[src/rtl/router_pkg.sv]
// router_pkg: shared types and constants for the router packet transmitter
package router_pkg;
  localparam int MAX_LEN = 63;
  localparam int ADDR_W = 2;
  localparam int LEN_W = 6;
  localparam logic [7:0] PAR_CORRUPT_MASK = 8'h01;
  typedef enum logic [2:0] {IDLE, LOAD, HDR, PAY, PAR, ERRW} state_e;
endpackage

[src/rtl/router_tx_buf.sv]
// router_tx_buf: 64x8 payload buffer, synchronous write, asynchronous read
module router_tx_buf
  import router_pkg::*;
(
  input  logic             clock,
  input  logic             we_i,
  input  logic [LEN_W-1:0] waddr_i,
  input  logic [7:0]       wdata_i,
  input  logic [LEN_W-1:0] raddr_i,
  output logic [7:0]       rdata_o
);
  logic [7:0] mem_q [MAX_LEN+1];
  // payload bytes written as the host delivers them
  always_ff @(posedge clock) if (we_i) mem_q[waddr_i] <= wdata_i;
  assign rdata_o = mem_q[raddr_i];
endmodule

[src/rtl/router_pkt_tx.sv]
// router_pkt_tx: buffers a host payload and drives the router input protocol
module router_pkt_tx
  import router_pkg::*;
#(
  parameter int ERR_WAIT = 3
) (
  input  logic              clock,
  input  logic              resetn,
  input  logic              start,
  input  logic [ADDR_W-1:0] dest,
  input  logic [LEN_W-1:0]  len,
  input  logic              corrupt,
  output logic              ready,
  output logic              req_err,
  input  logic [7:0]        pay_data,
  input  logic              pay_valid,
  output logic              pay_ready,
  output logic              pkt_valid,
  output logic [7:0]        tx_data,
  input  logic              busy,
  input  logic              error,
  output logic              done,
  output logic              pkt_err
);
  state_e state_q, state_d;
  logic [ADDR_W-1:0] dest_q, dest_d;
  logic [LEN_W-1:0] len_q, len_d, idx_q, idx_d;
  logic corrupt_q, corrupt_d, flag_q, flag_d;
  logic [7:0] par_q, par_d, tx_data_q, tx_data_d, rdata;
  logic [3:0] cnt_q, cnt_d;
  logic pkt_valid_q, pkt_valid_d, req_err_q, req_err_d, done_q, done_d, pkt_err_q, pkt_err_d;
  logic we;
  router_tx_buf u_buf (
    .clock   (clock),
    .we_i    (we),
    .waddr_i (idx_q),
    .wdata_i (pay_data),
    .raddr_i (idx_d),
    .rdata_o (rdata)
  );
  // next state, counters and parity; registered outputs are decoded from the next state
  always_comb begin
    state_d = state_q;
    dest_d = dest_q;
    len_d = len_q;
    corrupt_d = corrupt_q;
    par_d = par_q;
    idx_d = idx_q;
    cnt_d = cnt_q;
    flag_d = flag_q;
    we = 1'b0;
    req_err_d = 1'b0;
    done_d = 1'b0;
    case (state_q)
      IDLE: if (start) begin
        if (len == '0 || dest == 2'd3) req_err_d = 1'b1;
        else begin
          dest_d = dest;
          len_d = len;
          corrupt_d = corrupt;
          par_d = {len, dest};
          idx_d = '0;
          state_d = LOAD;
        end
      end
      LOAD: if (pay_valid) begin
        we = 1'b1;
        par_d = par_q ^ pay_data;
        idx_d = idx_q + 6'd1;
        if (idx_q == len_q - 6'd1) begin
          idx_d = '0;
          state_d = HDR;
        end
      end
      HDR: if (!busy) state_d = PAY;
      PAY: if (!busy) begin
        if (idx_q == len_q - 6'd1) state_d = PAR;
        else idx_d = idx_q + 6'd1;
      end
      PAR: if (!busy) begin
        cnt_d = 4'(ERR_WAIT);
        flag_d = 1'b0;
        state_d = ERRW;
      end
      ERRW: begin
        flag_d = flag_q | error;
        if (cnt_q == '0) begin
          done_d = 1'b1;
          state_d = IDLE;
        end else cnt_d = cnt_q - 4'd1;
      end
      default: state_d = IDLE;
    endcase
    pkt_err_d = done_d ? flag_d : pkt_err_q;
    pkt_valid_d = state_d == HDR || state_d == PAY;
    tx_data_d = state_d == HDR ? {len_q, dest_q} :
                state_d == PAY ? rdata :
                state_d == PAR ? par_q ^ (corrupt_q ? PAR_CORRUPT_MASK : 8'h00) : 8'h00;
  end
  // state and registered outputs; reset returns to IDLE at once
  always_ff @(posedge clock or negedge resetn) begin
    if (!resetn) begin
      state_q <= IDLE;
      dest_q <= '0;
      len_q <= '0;
      corrupt_q <= 1'b0;
      par_q <= '0;
      idx_q <= '0;
      cnt_q <= '0;
      flag_q <= 1'b0;
      tx_data_q <= '0;
      pkt_valid_q <= 1'b0;
      req_err_q <= 1'b0;
      done_q <= 1'b0;
      pkt_err_q <= 1'b0;
    end else begin
      state_q <= state_d;
      dest_q <= dest_d;
      len_q <= len_d;
      corrupt_q <= corrupt_d;
      par_q <= par_d;
      idx_q <= idx_d;
      cnt_q <= cnt_d;
      flag_q <= flag_d;
      tx_data_q <= tx_data_d;
      pkt_valid_q <= pkt_valid_d;
      req_err_q <= req_err_d;
      done_q <= done_d;
      pkt_err_q <= pkt_err_d;
    end
  end
  assign ready = state_q == IDLE;
  assign pay_ready = state_q == LOAD;
  assign pkt_valid = pkt_valid_q;
  assign tx_data = tx_data_q;
  assign req_err = req_err_q;
  assign done = done_q;
  assign pkt_err = pkt_err_q;
endmodule
[config.mk]
export PLATFORM = sky130hd
export DESIGN_NAME = router_pkt_tx
export DESIGN_NICKNAME = d
export VERILOG_FILES = /design/src/rtl/router_pkg.sv /design/src/rtl/router_tx_buf.sv /design/src/rtl/router_pkt_tx.sv
export SDC_FILE = /design/constraint.sdc
export NUM_CORES = 1
export LEC_CHECK = 0
export CAP_MARGIN = 10
export CORE_UTILIZATION = 50
export DETAILED_ROUTE_END_ITERATION = 16
export PLACE_DENSITY = 0.66
export RECOVER_POWER = 25
export SYNTH_ARGS = -nofsm -noshare
export SYNTH_HDL_FRONTEND = slang
export SYNTH_SLANG_ARGS = --single-unit
[constraint.sdc]
create_clock -name clock -period 5.21 [get_ports clock]
set_input_delay 1.563 -clock clock [delete_from_list [all_inputs] [get_ports clock]]
set_output_delay 1.563 -clock clock [all_outputs]
set_load 0.1 [all_outputs]
After elaboration in Yosys (flattened, before gate mapping)
Memory sizes are Yosys's and may differ from the RTL's.
Cells that the tools add are included.
{"block": "classes", "add_sub_neg": 3, "eq_ne": 15, "n_mux": 39, "bitwise_logic": 4, "n_reduce_logical": 10}
{"cell": "2-to-1 mux 8 bit", "count": 6}
{"cell": "2-to-1 mux 6 bit", "count": 6}
{"cell": "2-to-1 mux 3 bit", "count": 9}
{"cell": "one-hot mux 3 bit (6 select lines)", "count": 1}
{"cell": "one-hot mux 6 bit (3 select lines)", "count": 1}
{"cell": "one-hot mux 8 bit (2 select lines)", "count": 1}
{"cell": "== test 3 x 2 -> 1 bit, second input constant", "count": 4}
{"cell": "2-to-1 mux 1 bit", "count": 11}
{"cell": "!= test 2 bit, second input constant", "count": 5}
{"cell": "== test 3 bit, second input constant", "count": 3}
{"cell": "2-to-1 mux 4 bit", "count": 2}
{"cell": "one-hot mux 4 bit (2 select lines)", "count": 1}
{"cell": "XOR 8 x 1 -> 8 bit", "count": 1}
{"cell": "XOR 8 bit", "count": 1}
{"cell": "adder 6 x 1 -> 6 bit, second input constant", "count": 1}
{"cell": "== test 6 bit", "count": 1}
{"cell": "logical NOT 6 bit", "count": 1}
{"cell": "AND reduction 3 bit", "count": 2}
{"cell": "subtractor 6 x 1 -> 6 bit, second input constant", "count": 1}
{"cell": "logical NOT 4 bit", "count": 1}
{"cell": "AND reduction 4 bit", "count": 1}
{"cell": "nonzero test 2 bit", "count": 2}
{"cell": "subtractor 4 x 1 -> 4 bit, second input constant", "count": 1}
{"cell": "== test 3 x 1 -> 1 bit, second input constant", "count": 1}
{"cell": "other kinds (6)", "count": 7}
{"block": "word_totals", "ff_bits": 43, "ramBits": 512, "elab_cells": 85, "memories": 1}
{"name": "u_buf.mem_q", "words": 64, "width": 8, "read_ports": 1, "rd_clocked_by_memory_dff": 0, "wr": 1, "line_no": "router_tx_buf.sv:12", "rtl": "logic [7:0] mem_q [MAX_LEN+1];"}

Depth between registers and ports, before layout
{"block": "depth", "depth_word": 9, "depth_mapped": 21}

By module
From an unflattened synthesis, not the netlist that was laid out.
{"block": "unflattened", "cells_unflattened": 1204, "hier_area_um2": 22646.7}
{"module": "router_tx_buf", "instances": 1, "cells_each": 932, "area_each_um2": 20006.7}
{"module": "router_pkt_tx", "instances": 1, "cells_each": 272, "area_each_um2": 2640.0}

Least setup slack after synthesis
No wires, ideal clock.
{"block": "synth_timing", "path_kind": "flip-flop to flip-flop", "start": "register state_q[0]", "end": "register tx_data_q[3], in the netlist tx_data[3]", "setup_time_ns": 0.127, "arrival_time_ns": 4.457, "path_slack_ns": 0.627, "stages_incl_launch_ff": 11, "path_buffers": 1, "path_cell_list": "dfrtp_1 > buf_2 > nor3_1 > a2111oi_2 > a21bo_2 > a2bb2oi_2 > clkinv_1 > or2_2 > or3_1 > o2111ai_1 > o21ai_1"}
{"block": "synth_via", "word_cells_on_any_way": 24}
{"item": "from (decl)", "line_no": "router_pkt_tx.sv:25", "rtl": "state_e state_q, state_d;"}
{"item": "from (signal assigned)", "line_no": "router_pkt_tx.sv:117", "rtl": "state_q <= state_d;"}
{"item": "logical NOT 3 bit"}
{"item": "named net ready", "line_no": "router_pkt_tx.sv:13", "rtl": "output logic ready,"}
{"item": "one-hot mux 6 bit (3 select lines)", "line_no": "router_pkt_tx.sv:54", "rtl": "case (state_q)"}
{"item": "named net idx_d[4]", "line_no": "router_pkt_tx.sv:27", "rtl": "logic [LEN_W-1:0] len_q, len_d, idx_q, idx_d;"}
{"item": "memory read (64 x 8 bit)"}
{"item": "2-to-1 mux 8 bit", "line_no": "router_pkt_tx.sv:97", "rtl": "state_d == PAY ? rdata :"}
{"item": "2-to-1 mux 8 bit", "line_no": "router_pkt_tx.sv:96", "rtl": "tx_data_d = state_d == HDR ? {len_q, dest_q} :"}
{"item": "named net tx_data_d[3]", "line_no": "router_pkt_tx.sv:29", "rtl": "logic [7:0] par_q, par_d, tx_data_q, tx_data_d, rdata;"}
{"item": "to (signal assigned)", "line_no": "router_pkt_tx.sv:125", "rtl": "tx_data_q <= tx_data_d;"}
{"item": "to (decl)", "line_no": "router_pkt_tx.sv:29"}
The timed path passes the listed nets, and every way through them passes these cells.
A chain may end at the register's enable or synchronous reset.

Final worst setup path
{"block": "layout_timing", "start": "input port busy", "end": "register tx_data_q[5], in the netlist tx_data[5]"}
{"block": "layout_via", "elab_chain_len": 6, "word_cells_on_any_way": 13}
{"item": "from (decl)", "line_no": "router_pkt_tx.sv:20", "rtl": "input logic busy,"}
{"item": "parallel branches: the longest is 5 deep, another holds memory read (64 x 8 bit)"}
{"item": "2-to-1 mux 8 bit (*)", "line_no": "router_pkt_tx.sv:96"}
{"item": "named net tx_data_d[5]", "line_no": "router_pkt_tx.sv:29"}
Mark *: on every way through the listed nets, which the timed path passes.

==> results.toml <==
[run_status]
outcome = "complete, but fails checks"
violations = "capacitance limit, slew limit"

[min_path]
holdCritPathClass = "flip-flop to flip-flop"

[placement]
port_buffers = 36
dp_slack_ns = -0.08986
dp_hpwl_um = 40260
placedInstanceArea_sq_um = 24710
gp_congestion = 0.9357
dpl.cell_count = 2472

[floorplan]
fp.dieH_um = 216.5
start_util_pct = 50.71
rows = 78
dieArea_sq_um = 46880
chipWidth_um = 216.5
io_pins = 37
core_sq_um = 45380

[power]
power.internal_mw = 9.664
p_switching_mw = 6.084
power_frac_clock_pct = 25.0
powerDensity_nw_per_um2 = 594.9
power_switching_share_pct = 38.63
ir_worst_vdd_v = 0.0004860
seqPwrFrac_pct = 33.2
pwr-share-comb_pct = 41.7
p_leak_nw = 9.221

[job]
max_cap_violations = 9

[finish]
area_growth_pct = 15.05
mostFrequentLayoutCells = "edfxtp_1, nand2_1, nand3_1"
final_util_pct = 58.33
fill_cells = 3592
drive_gt1_share_pct = 11.78
final_common_cell = "edfxtp_1"
stdcell_count = 2569
final_cell_area_sq_um = 26470
num_antenna_cells = 0
final_nets = 1958

[clock_network]
ctsHoldBuffers = 0
insertion_delay_ns = 0.63
h-tree-depth = 2
postCtsSetupBuffers = 0
cts_num_sinks = 555
path_clk_slew_ns = 0.06
cts_buffer_depth = 3
cts_buffers = 56
cts_tree = "done"
cts_root_buf = "clkbuf_16"
cts_resized = 0

[global_routing]
grt_overflow = 0
antenna_found_initial = 1
grt_max_degree = 53
grt.total_usage_pct = 27.13
grt_pass1_vias = 15210
grt_pass1_wl_um = 95090

[yosys]
ys_seq_area_share_pct = 71.49
yosys.area.top_type_share_pct = 66.82
syn-cell-area_sq_um = 23010
synth_flop_cell = "edfxtp_1"
syn-num-nets = 1852
yosys_warnings = 0
synth_top_area_cell = "edfxtp_1"
syn_area_per_cell_sq_um = 12.62
synth_cells = 1824
synth_seq_cells = 555
synth_cell_types = 69
synth_area_leaders = "edfxtp_1, nand2_1, dfrtp_1, nand3_1, a21oi_1"
synth_edf_count = 512
synthArstFlopShare_pct = 7.748

[setup_path]
crit_path_end_kind = "flip-flop"
start_kind = "input port"
ff2ff_path_depth = 18
crit_type = "input port to flip-flop"
cp.required_ns = 5.68
reg2reg_from = "len_q[0]$_DFFE_PN0P_"
crit_end = "tx_data[5]$_DFF_PN0_"
cp.arrival_ns = 5.22
rrSetupSlack_ns = 0.59
crit_fanout = 19
r2r_end = "tx_data[5]$_DFF_PN0_"
crit_start = "busy"

[timing]
clock-skew-final_ns = 0.02454
fin_ws_ns = 0.4617
setup-violations-final = 0
period_minus_slack_ns = 4.748
hold_violations = 0
whs_ns = 0.4883
slew_headroom_pct = -81.72
worstMarginPinSlew_ns = 2.726
fin_crit_sh_pct = 91.14
rsz0062_at_grt = "false"
slew_violations = 360
fmaxAchievable_mhz = 210.6

[route]
detail-route-antenna-nets = 0
dr_total_vias = 15670
first_pass_iters = 6
drt_iter0_drc = 2049
drc = 0
wire_per_inst_um = 24.50
viasPerCell = 6.101
routed_wl_um = 62930
[metal layers]
metal  vias to the layer above  GRT usage (%)  share of wire (%)
met4                         0          9.131                3.5
met3                       134          3.719                8.6
met5                         -              0                  0
met2                       817          42.51                 46
met1                      7842          39.21                 42
li1                       6880              -                  -
[power groups by stage]
stage	clock network (mW)	logic [mW]	registers, mW
global route	4.13	7.05	5.25
finish	3.94	6.57	5.23
floorplan	0	3.93	5.31
global placement	0	6.40	5.30
detailed placement	0	6.47	5.31
CTS	3.97	6.52	5.22
[area by class of cell]
| class | instances | area (sq um) | area share (%) |
|---|---|---|---|
| multi-input cells | 1138 | 5961 | 22.52 |
| clock buffers | 74 | 1479 | 5.587 |
| repair buffers | 158 | 1450 | 5.478 |
| clock inverters | 23 | 296.5 | 1.120 |
| flip-flops and latches | 555 | 16450 | 62.14 |
| well taps | 600 | 750.7 | 2.836 |
| inverters | 21 | 85.08 | 0.3214 |
[registers in the layout, summed over array words and instances (netlist names), 2 cells and up]
signal,cells
tx_data,8
idx_q,6
par_q,8
state_q,3
u_buf.mem_q,512
dest_q,2
len_q,6
cnt_q,4
[Yosys cell counts (all sizes together), types with 6 or more instances]
cell type / count
nand4: 12
buf: 79
nand2b: 12
inv: 19
dfrtp: 43
and3: 25
o211ai: 11
a31oi: 22
a21oi: 89
or3: 11
nor4: 8
xor2: 7
mux2i: 26
mux2: 7
edfxtp: 512
o21ai: 48
nor3: 21
a311oi: 6
and2: 6
a211oi: 9
a22oi: 12
nand2: 450
clkbuf: 31
a221oi: 7
nor2: 94
mux4: 10
nand3: 183
[metrics by stage]
stage / setup TNS, ns / power, mW
after floorplan: 0 / 9.232
final: 0 / 15.75
after global routing: 0 / 16.43
after global placement: -0.1356 / 11.70
after detailed placement: -0.1666 / 11.78
after CTS: 0 / 15.71
[how the worst min path moves through the flow]
stage	start	to	slack [ns]	cells past startpoint
after global routing	pkt_err$_DFFE_PN0P_	pkt_err$_DFFE_PN0P_	0.53	2
after detailed placement	pkt_err$_DFFE_PN0P_	pkt_err$_DFFE_PN0P_	0.48	2
after floorplan	cnt_q[0]$_DFFE_PN0P_	cnt_q[0]$_DFFE_PN0P_	0.47	1
final	pkt_err$_DFFE_PN0P_	pkt_err$_DFFE_PN0P_	0.49	2
after global placement	pkt_err$_DFFE_PN0P_	pkt_err$_DFFE_PN0P_	0.47	2
after CTS	pkt_err$_DFFE_PN0P_	pkt_err$_DFFE_PN0P_	0.50	2
[logic make-up after synthesis]
family,share of synthesized area [%]
fa+ha+maj,0.2719
simple gates,15.99
xor+xnor,0.4187
compound gates,6.710
mux,2.452
flops,71.49
buf+inv,2.670
[critical path: stages]
cell,delay (ns)
dlygate4sd3_1,0.61
nand2b_1,0.21
a2111oi_2,0.51
o211ai_1,0.15
a21oi_1,0.26
a21oi_4,0.08
inv_6,0.26
buf_12,0.18
buf_4,0.18
mux2i_1,0.20
mux2i_1,0.09
o2111ai_1,0.29
a21oi_1,0.08
a21oi_1,0.33
o21ai_0,0.19
Note: power is estimated with default switching activity, not from simulation.
